## src/rtl/ex_mem_reg.sv

```systemverilog
// ex_mem_reg: EX/MEM pipeline register, plus the madd/msub accumulator and step counter fed back to EX.
// Optional macro EX_MEM_PERF_EN adds a saturating 32-bit bubble_cnt output (bubble + flush edges).
module ex_mem_reg #(
   parameter int DW   = 32,
   parameter int AW   = 5,
   parameter int CNTW = 2
) (
   input  logic              clk,
   input  logic              rst,
   input  logic              flush,
   input  logic              stall_ex,
   input  logic              stall_mem,
   input  logic              ex_valid,
   input  logic [AW-1:0]     ex_wd,
   input  logic              ex_wreg,
   input  logic [DW-1:0]     ex_wdata,
   input  logic              ex_whilo,
   input  logic [DW-1:0]     ex_hi,
   input  logic [DW-1:0]     ex_lo,
   input  logic [2*DW-1:0]   ex_hilo_temp,
   input  logic [CNTW-1:0]   ex_cnt,
   output logic              mem_valid,
   output logic [AW-1:0]     mem_wd,
   output logic              mem_wreg,
   output logic [DW-1:0]     mem_wdata,
   output logic              mem_whilo,
   output logic [DW-1:0]     mem_hi,
   output logic [DW-1:0]     mem_lo,
   output logic [2*DW-1:0]   hilo_temp_o,
   output logic [CNTW-1:0]   cnt_o
`ifdef EX_MEM_PERF_EN
   ,
   output logic [31:0]       bubble_cnt
`endif
);

   typedef enum logic [1:0] {
      PATH_LOAD,
      PATH_BUBBLE,
      PATH_HOLD,
      PATH_FLUSH
   } path_t;

   path_t path;

   logic              valid_reg,     valid_next;
   logic [AW-1:0]     wd_reg,        wd_next;
   logic              wreg_reg,      wreg_next;
   logic [DW-1:0]     wdata_reg,     wdata_next;
   logic              whilo_reg,     whilo_next;
   logic [DW-1:0]     hi_reg,        hi_next;
   logic [DW-1:0]     lo_reg,        lo_next;
   logic [2*DW-1:0]   hilo_temp_reg, hilo_temp_next;
   logic [CNTW-1:0]   cnt_reg,       cnt_next;

   // The illegal stall_ex=0/stall_mem=1 combination falls through to hold.
   always_comb begin
      path = PATH_HOLD;
      if (flush)
         path = PATH_FLUSH;
      else if (!stall_ex && !stall_mem)
         path = PATH_LOAD;
      else if (stall_ex && !stall_mem)
         path = PATH_BUBBLE;
   end

   always_comb begin
      valid_next     = valid_reg;
      wd_next        = wd_reg;
      wreg_next      = wreg_reg;
      wdata_next     = wdata_reg;
      whilo_next     = whilo_reg;
      hi_next        = hi_reg;
      lo_next        = lo_reg;
      hilo_temp_next = hilo_temp_reg;
      cnt_next       = cnt_reg;
      case (path)
         PATH_LOAD: begin
            valid_next     = ex_valid;
            wd_next        = ex_wd;
            wreg_next      = ex_wreg & ex_valid;
            wdata_next     = ex_wdata;
            whilo_next     = ex_whilo & ex_valid;
            hi_next        = ex_hi;
            lo_next        = ex_lo;
            hilo_temp_next = '0;
            cnt_next       = '0;
         end
         PATH_BUBBLE: begin
            // NOP into MEM while EX keeps its partial result for the next step.
            valid_next     = 1'b0;
            wd_next        = '0;
            wreg_next      = 1'b0;
            wdata_next     = '0;
            whilo_next     = 1'b0;
            hi_next        = '0;
            lo_next        = '0;
            hilo_temp_next = ex_hilo_temp;
            cnt_next       = ex_cnt;
         end
         PATH_FLUSH: begin
            valid_next     = 1'b0;
            wd_next        = '0;
            wreg_next      = 1'b0;
            wdata_next     = '0;
            whilo_next     = 1'b0;
            hi_next        = '0;
            lo_next        = '0;
            hilo_temp_next = '0;
            cnt_next       = '0;
         end
         default: ;
      endcase
   end

   always_ff @(posedge clk) begin
      if (rst) begin
         valid_reg     <= 1'b0;
         wd_reg        <= '0;
         wreg_reg      <= 1'b0;
         wdata_reg     <= '0;
         whilo_reg     <= 1'b0;
         hi_reg        <= '0;
         lo_reg        <= '0;
         hilo_temp_reg <= '0;
         cnt_reg       <= '0;
      end else begin
         valid_reg     <= valid_next;
         wd_reg        <= wd_next;
         wreg_reg      <= wreg_next;
         wdata_reg     <= wdata_next;
         whilo_reg     <= whilo_next;
         hi_reg        <= hi_next;
         lo_reg        <= lo_next;
         hilo_temp_reg <= hilo_temp_next;
         cnt_reg       <= cnt_next;
      end
   end

   assign mem_valid   = valid_reg;
   assign mem_wd      = wd_reg;
   assign mem_wreg    = wreg_reg;
   assign mem_wdata   = wdata_reg;
   assign mem_whilo   = whilo_reg;
   assign mem_hi      = hi_reg;
   assign mem_lo      = lo_reg;
   assign hilo_temp_o = hilo_temp_reg;
   assign cnt_o       = cnt_reg;

`ifdef EX_MEM_PERF_EN
   logic [31:0] bubble_cnt_reg;
   logic        bubble_evt;

   assign bubble_evt = (path == PATH_BUBBLE) || (path == PATH_FLUSH);

   // Saturating: stays at all-ones rather than wrapping.
   always_ff @(posedge clk) begin
      if (rst)
         bubble_cnt_reg <= '0;
      else if (bubble_evt && (bubble_cnt_reg != 32'hFFFF_FFFF))
         bubble_cnt_reg <= bubble_cnt_reg + 32'd1;
   end

   assign bubble_cnt = bubble_cnt_reg;
`endif

   // The stall controller must never stall MEM while letting EX advance.
   assert property (@(posedge clk) disable iff (rst || flush) !(stall_mem && !stall_ex));

endmodule

```

## config.mk

```make
export PLATFORM = sky130hd
export DESIGN_NAME = ex_mem_reg
export DESIGN_NICKNAME = d
export VERILOG_FILES = /design/src/rtl/ex_mem_reg.sv
export SDC_FILE = /design/constraint.sdc
export NUM_CORES = 1
export LEC_CHECK = 0
export CAP_MARGIN = 20
export CORE_AREA = 2 2 135 137
export DETAILED_ROUTE_END_ITERATION = 16
export DIE_AREA = 0 0 137 139
export HOLD_SLACK_MARGIN = 0.03
export PLACE_DENSITY = 0.76
export REMOVE_ABC_BUFFERS = 1
export SLEW_MARGIN = 20
export SYNTH_ARGS = -nofsm -noshare
export SYNTH_HDL_FRONTEND = slang
export SYNTH_SLANG_ARGS = --single-unit
```

## constraint.sdc

```tcl
create_clock -name clk -period 3.5 [get_ports clk]
set_clock_uncertainty 0.1 [all_clocks]
set_input_delay 0.7 -clock clk [delete_from_list [all_inputs] [get_ports clk]]
set_output_delay 0.7 -clock clk [all_outputs]
set_load 0.02 [all_outputs]
```

==> impl_metrics.ini <==
[floorplan]
die_x_um = 137
die_height_um = 139
start_util = 0.301
rows = 49
dieArea_sq_um = 19000
ios = 345
core-area_sq_um = 17700

[placed_design]
port_buffers = 344
gp_congestion = 0.743
dpl.hpwl_um = 12200
placed_area_sq_um = 8960

[worst_hold_path]
min-delay-start = mem_hi[19]
holdPathEnd = mem_hi[19]
hold_class = reg2reg
whs_path_depth = 1

[clocking]
worst_skew_pair.late_latency_ps = 410
numCtsBuffers = 17
clock_sinks = 170
htreeDepth = 4
clk_pin_slew_worst_paths_ps = 70
cts_resized = 0
postCtsSetupBuffers = 0
cts_root_buffer = clkbuf_16
holdBufCountCts = 0
cts_buffer_depth = 2
cts_tree = done

[route]
wl_per_cell_um = 16.8
antenna_left = 0
first_iter_violations = 186
vias = 4920
drc = 0
postRouteWirelength_um = 17300
vias_per_cell = 4.80
drt_pass1_iterations = 4

[setup_path]
start_kind = input port
critPathMaxFanout = 48
r2r-end = hilo_temp_o[43]
required_ps = 3740
cp-end-kind = register
reg2regPathDepth = 2
worstPathArrival_ps = 2720
regToRegSetupSlack_ps = 2680
r2r_start = hilo_temp_o[43]
crit_type = in2reg

[final_layout]
syn2layout_area_growth_pct = 79.2
diodes = 0
nets = 960
fin_area_sq_um = 9530
drive_gt1_frac = 0.0552

[sta]
slew_headroom = 0.537
fin_crit_ps = 2480
final_max_slew_viol_count = 0
hold_viol_final = 0
clock.fmax_mhz = 404
timing.hold.ws_ps = 372
finalSetupViolCount = 0
grt_setup_unrepaired = false
fin_crit_sh = 0.708
tightest_slew_ps = 695
fin_tns_setup_ps = 0

[power_and_ir_drop]
p_leak_nw = 3.58
p_comb_frac = 0.157
irDropWorstVdd_mv = 0.311
powerDensity_nw_per_um2 = 484
clkPwrFrac = 0.394
seq_power_share = 0.450
p_sw_mw = 1.22
p_sw_frac = 0.264
power.internal_mw = 3.40

[logic_synthesis]
synth-simple-area-share = 0.0510
syn_inst = 459
synth_mux_area_frac = 0
ys_seq_area_frac = 0.640
yosys.area_share.xor_xnor = 0
ys_warn_count = 0
synth_fa_ha_area_frac = 0.00235
synth_top_family_by_area = compound AO/OA/AOI/OAI gates
synth_area_per_cell_sq_um = 11.6
synth_compound_area_frac = 0.270
synth_cell_types = 16
ys_ff_latch = 170
syn_area_sq_um = 5320

[grt]
grt_pass1_vias = 4801
overflow = 0
grt_pass1_wl_um = 25900
grt_start_max_net_pins = 105
antenna_found_initial = 0
grt_util_all_layers = 0.173

[flow_run]
maxCapViolations = 0

[outcome]
status = finished clean
## sequential cells by signal (all words and copies together), names as in the netlist
signal	flops
mem_whilo	1
cnt_o	2
mem_wdata	32
mem_wreg	1
mem_wd	5
mem_valid	1
mem_hi	32
hilo_temp_o	64
mem_lo	32
## cell usage in the layout (no fill, tap or decap)
cell             netlist  final
or2_2                  1      1
clkinv_4               0      1
clkinv_8               0      1
ha_2                   0      1
a21oi_1                2      2
clkbuf_8               0      1
inv_8                  0      3
inv_1                  1      1
clkbuf_1              24      1
clkinvlp_4             0      2
nor2_4                 0      1
a2111oi_4              1      1
buf_4                  1      4
clkbuf_16              0     17
a22o_1               102    102
nor2_1                67     66
a22oi_1               65     65
inv_6                  0      6
buf_2                 14      1
clkdlybuf4s50_1        0    343
nor2b_4                0      1
buf_12                 0      3
dfxtp_1              170    170
nor3b_1                1      1
a32o_1                 2      2
## through the flow
stage	total power [mW]	setup slack, ps	util	std cells
finish	4.62	1020	0.540	1026
global route	4.80	907	0.540	1026
CTS	4.67	1050	0.540	1026
detailed placement	2.85	619	0.508	994
global placement	2.84	675	0.508	994
floorplan	2.39	-2760	-	414
## power by group through the flow
| stage | registers, mW | clock network (mW) | logic, mW |
|---|---|---|---|
| floorplan | 2.23 | 0 | 0.163 |
| global placement | 2.12 | 0 | 0.719 |
| detailed placement | 2.12 | 0 | 0.728 |
| CTS | 2.08 | 1.87 | 0.730 |
| global route | 2.09 | 1.94 | 0.769 |
| finish | 2.08 | 1.82 | 0.723 |
## layout make-up
type                            count  area [sq um]
Timing Repair Buffer              351          3530
Sequential cell                   170          3400
Clock inverter                     13           126
Fill cell                        1532          8130
Inverter                            1          3.75
Clock buffer                       19           443
Multi-Input combinational cell    243          1740
Tap cell                          229           287
## worst max path at each step
stage | from | endpoint | slack (ps) | cells after the start
floorplan | stall_mem | mem_hi[0] | -2760 | 5
global placement | flush | hilo_temp_o[43] | 670 | 7
detailed placement | flush | hilo_temp_o[43] | 620 | 7
CTS | flush | hilo_temp_o[43] | 1050 | 7
global route | flush | hilo_temp_o[44] | 910 | 7
finish | flush | hilo_temp_o[43] | 1020 | 7
## worst max-delay path: stages
cell and delay, ps:
clkdlybuf4s50_1 470, or2_2 300, ha_2 290, nor2_4 390
buf_12 290, a22oi_1 110, nor2_1 140
## synth_stat cells (all sizes together)
| library cell | number | area [sq um] |
|---|---|---|
| dfxtp | 170 | 3400 |
| a32o | 2 | 20.0 |
| buf | 21 | 100 |
| nor2 | 67 | 251 |
| nor2b | 1 | 6.26 |
| a22o | 102 | 893 |
| a21oi | 2 | 10.0 |
| nor3b | 1 | 7.51 |
| ha | 1 | 12.5 |
| a22oi | 65 | 488 |
| or2 | 1 | 6.26 |
| inv | 1 | 3.75 |
| a2111oi | 1 | 27.5 |
| clkbuf | 24 | 90.1 |
## cells by family (layout without fill, tap and decap cells)
| kind of cell | count (synthesis) | in the layout |
|---|---|---|
| and+or+nand+nor | 70 | 70 |
| adders and majority gates | 1 | 1 |
| AOI/OAI and AO/OA | 172 | 172 |
| buffers and inverters | 46 | 384 |
| DFF | 170 | 170 |
## per-layer routing
metal	global-route usage	vias to the layer above	wire [um]
met5	0	-	0
met4	0.0657	0	282
met3	0.0643	16	1840
met2	0.287	225	8160
met1	0.202	2326	6980
li1	-	2353	-
Note: power is estimated with default switching activity, not from simulation.
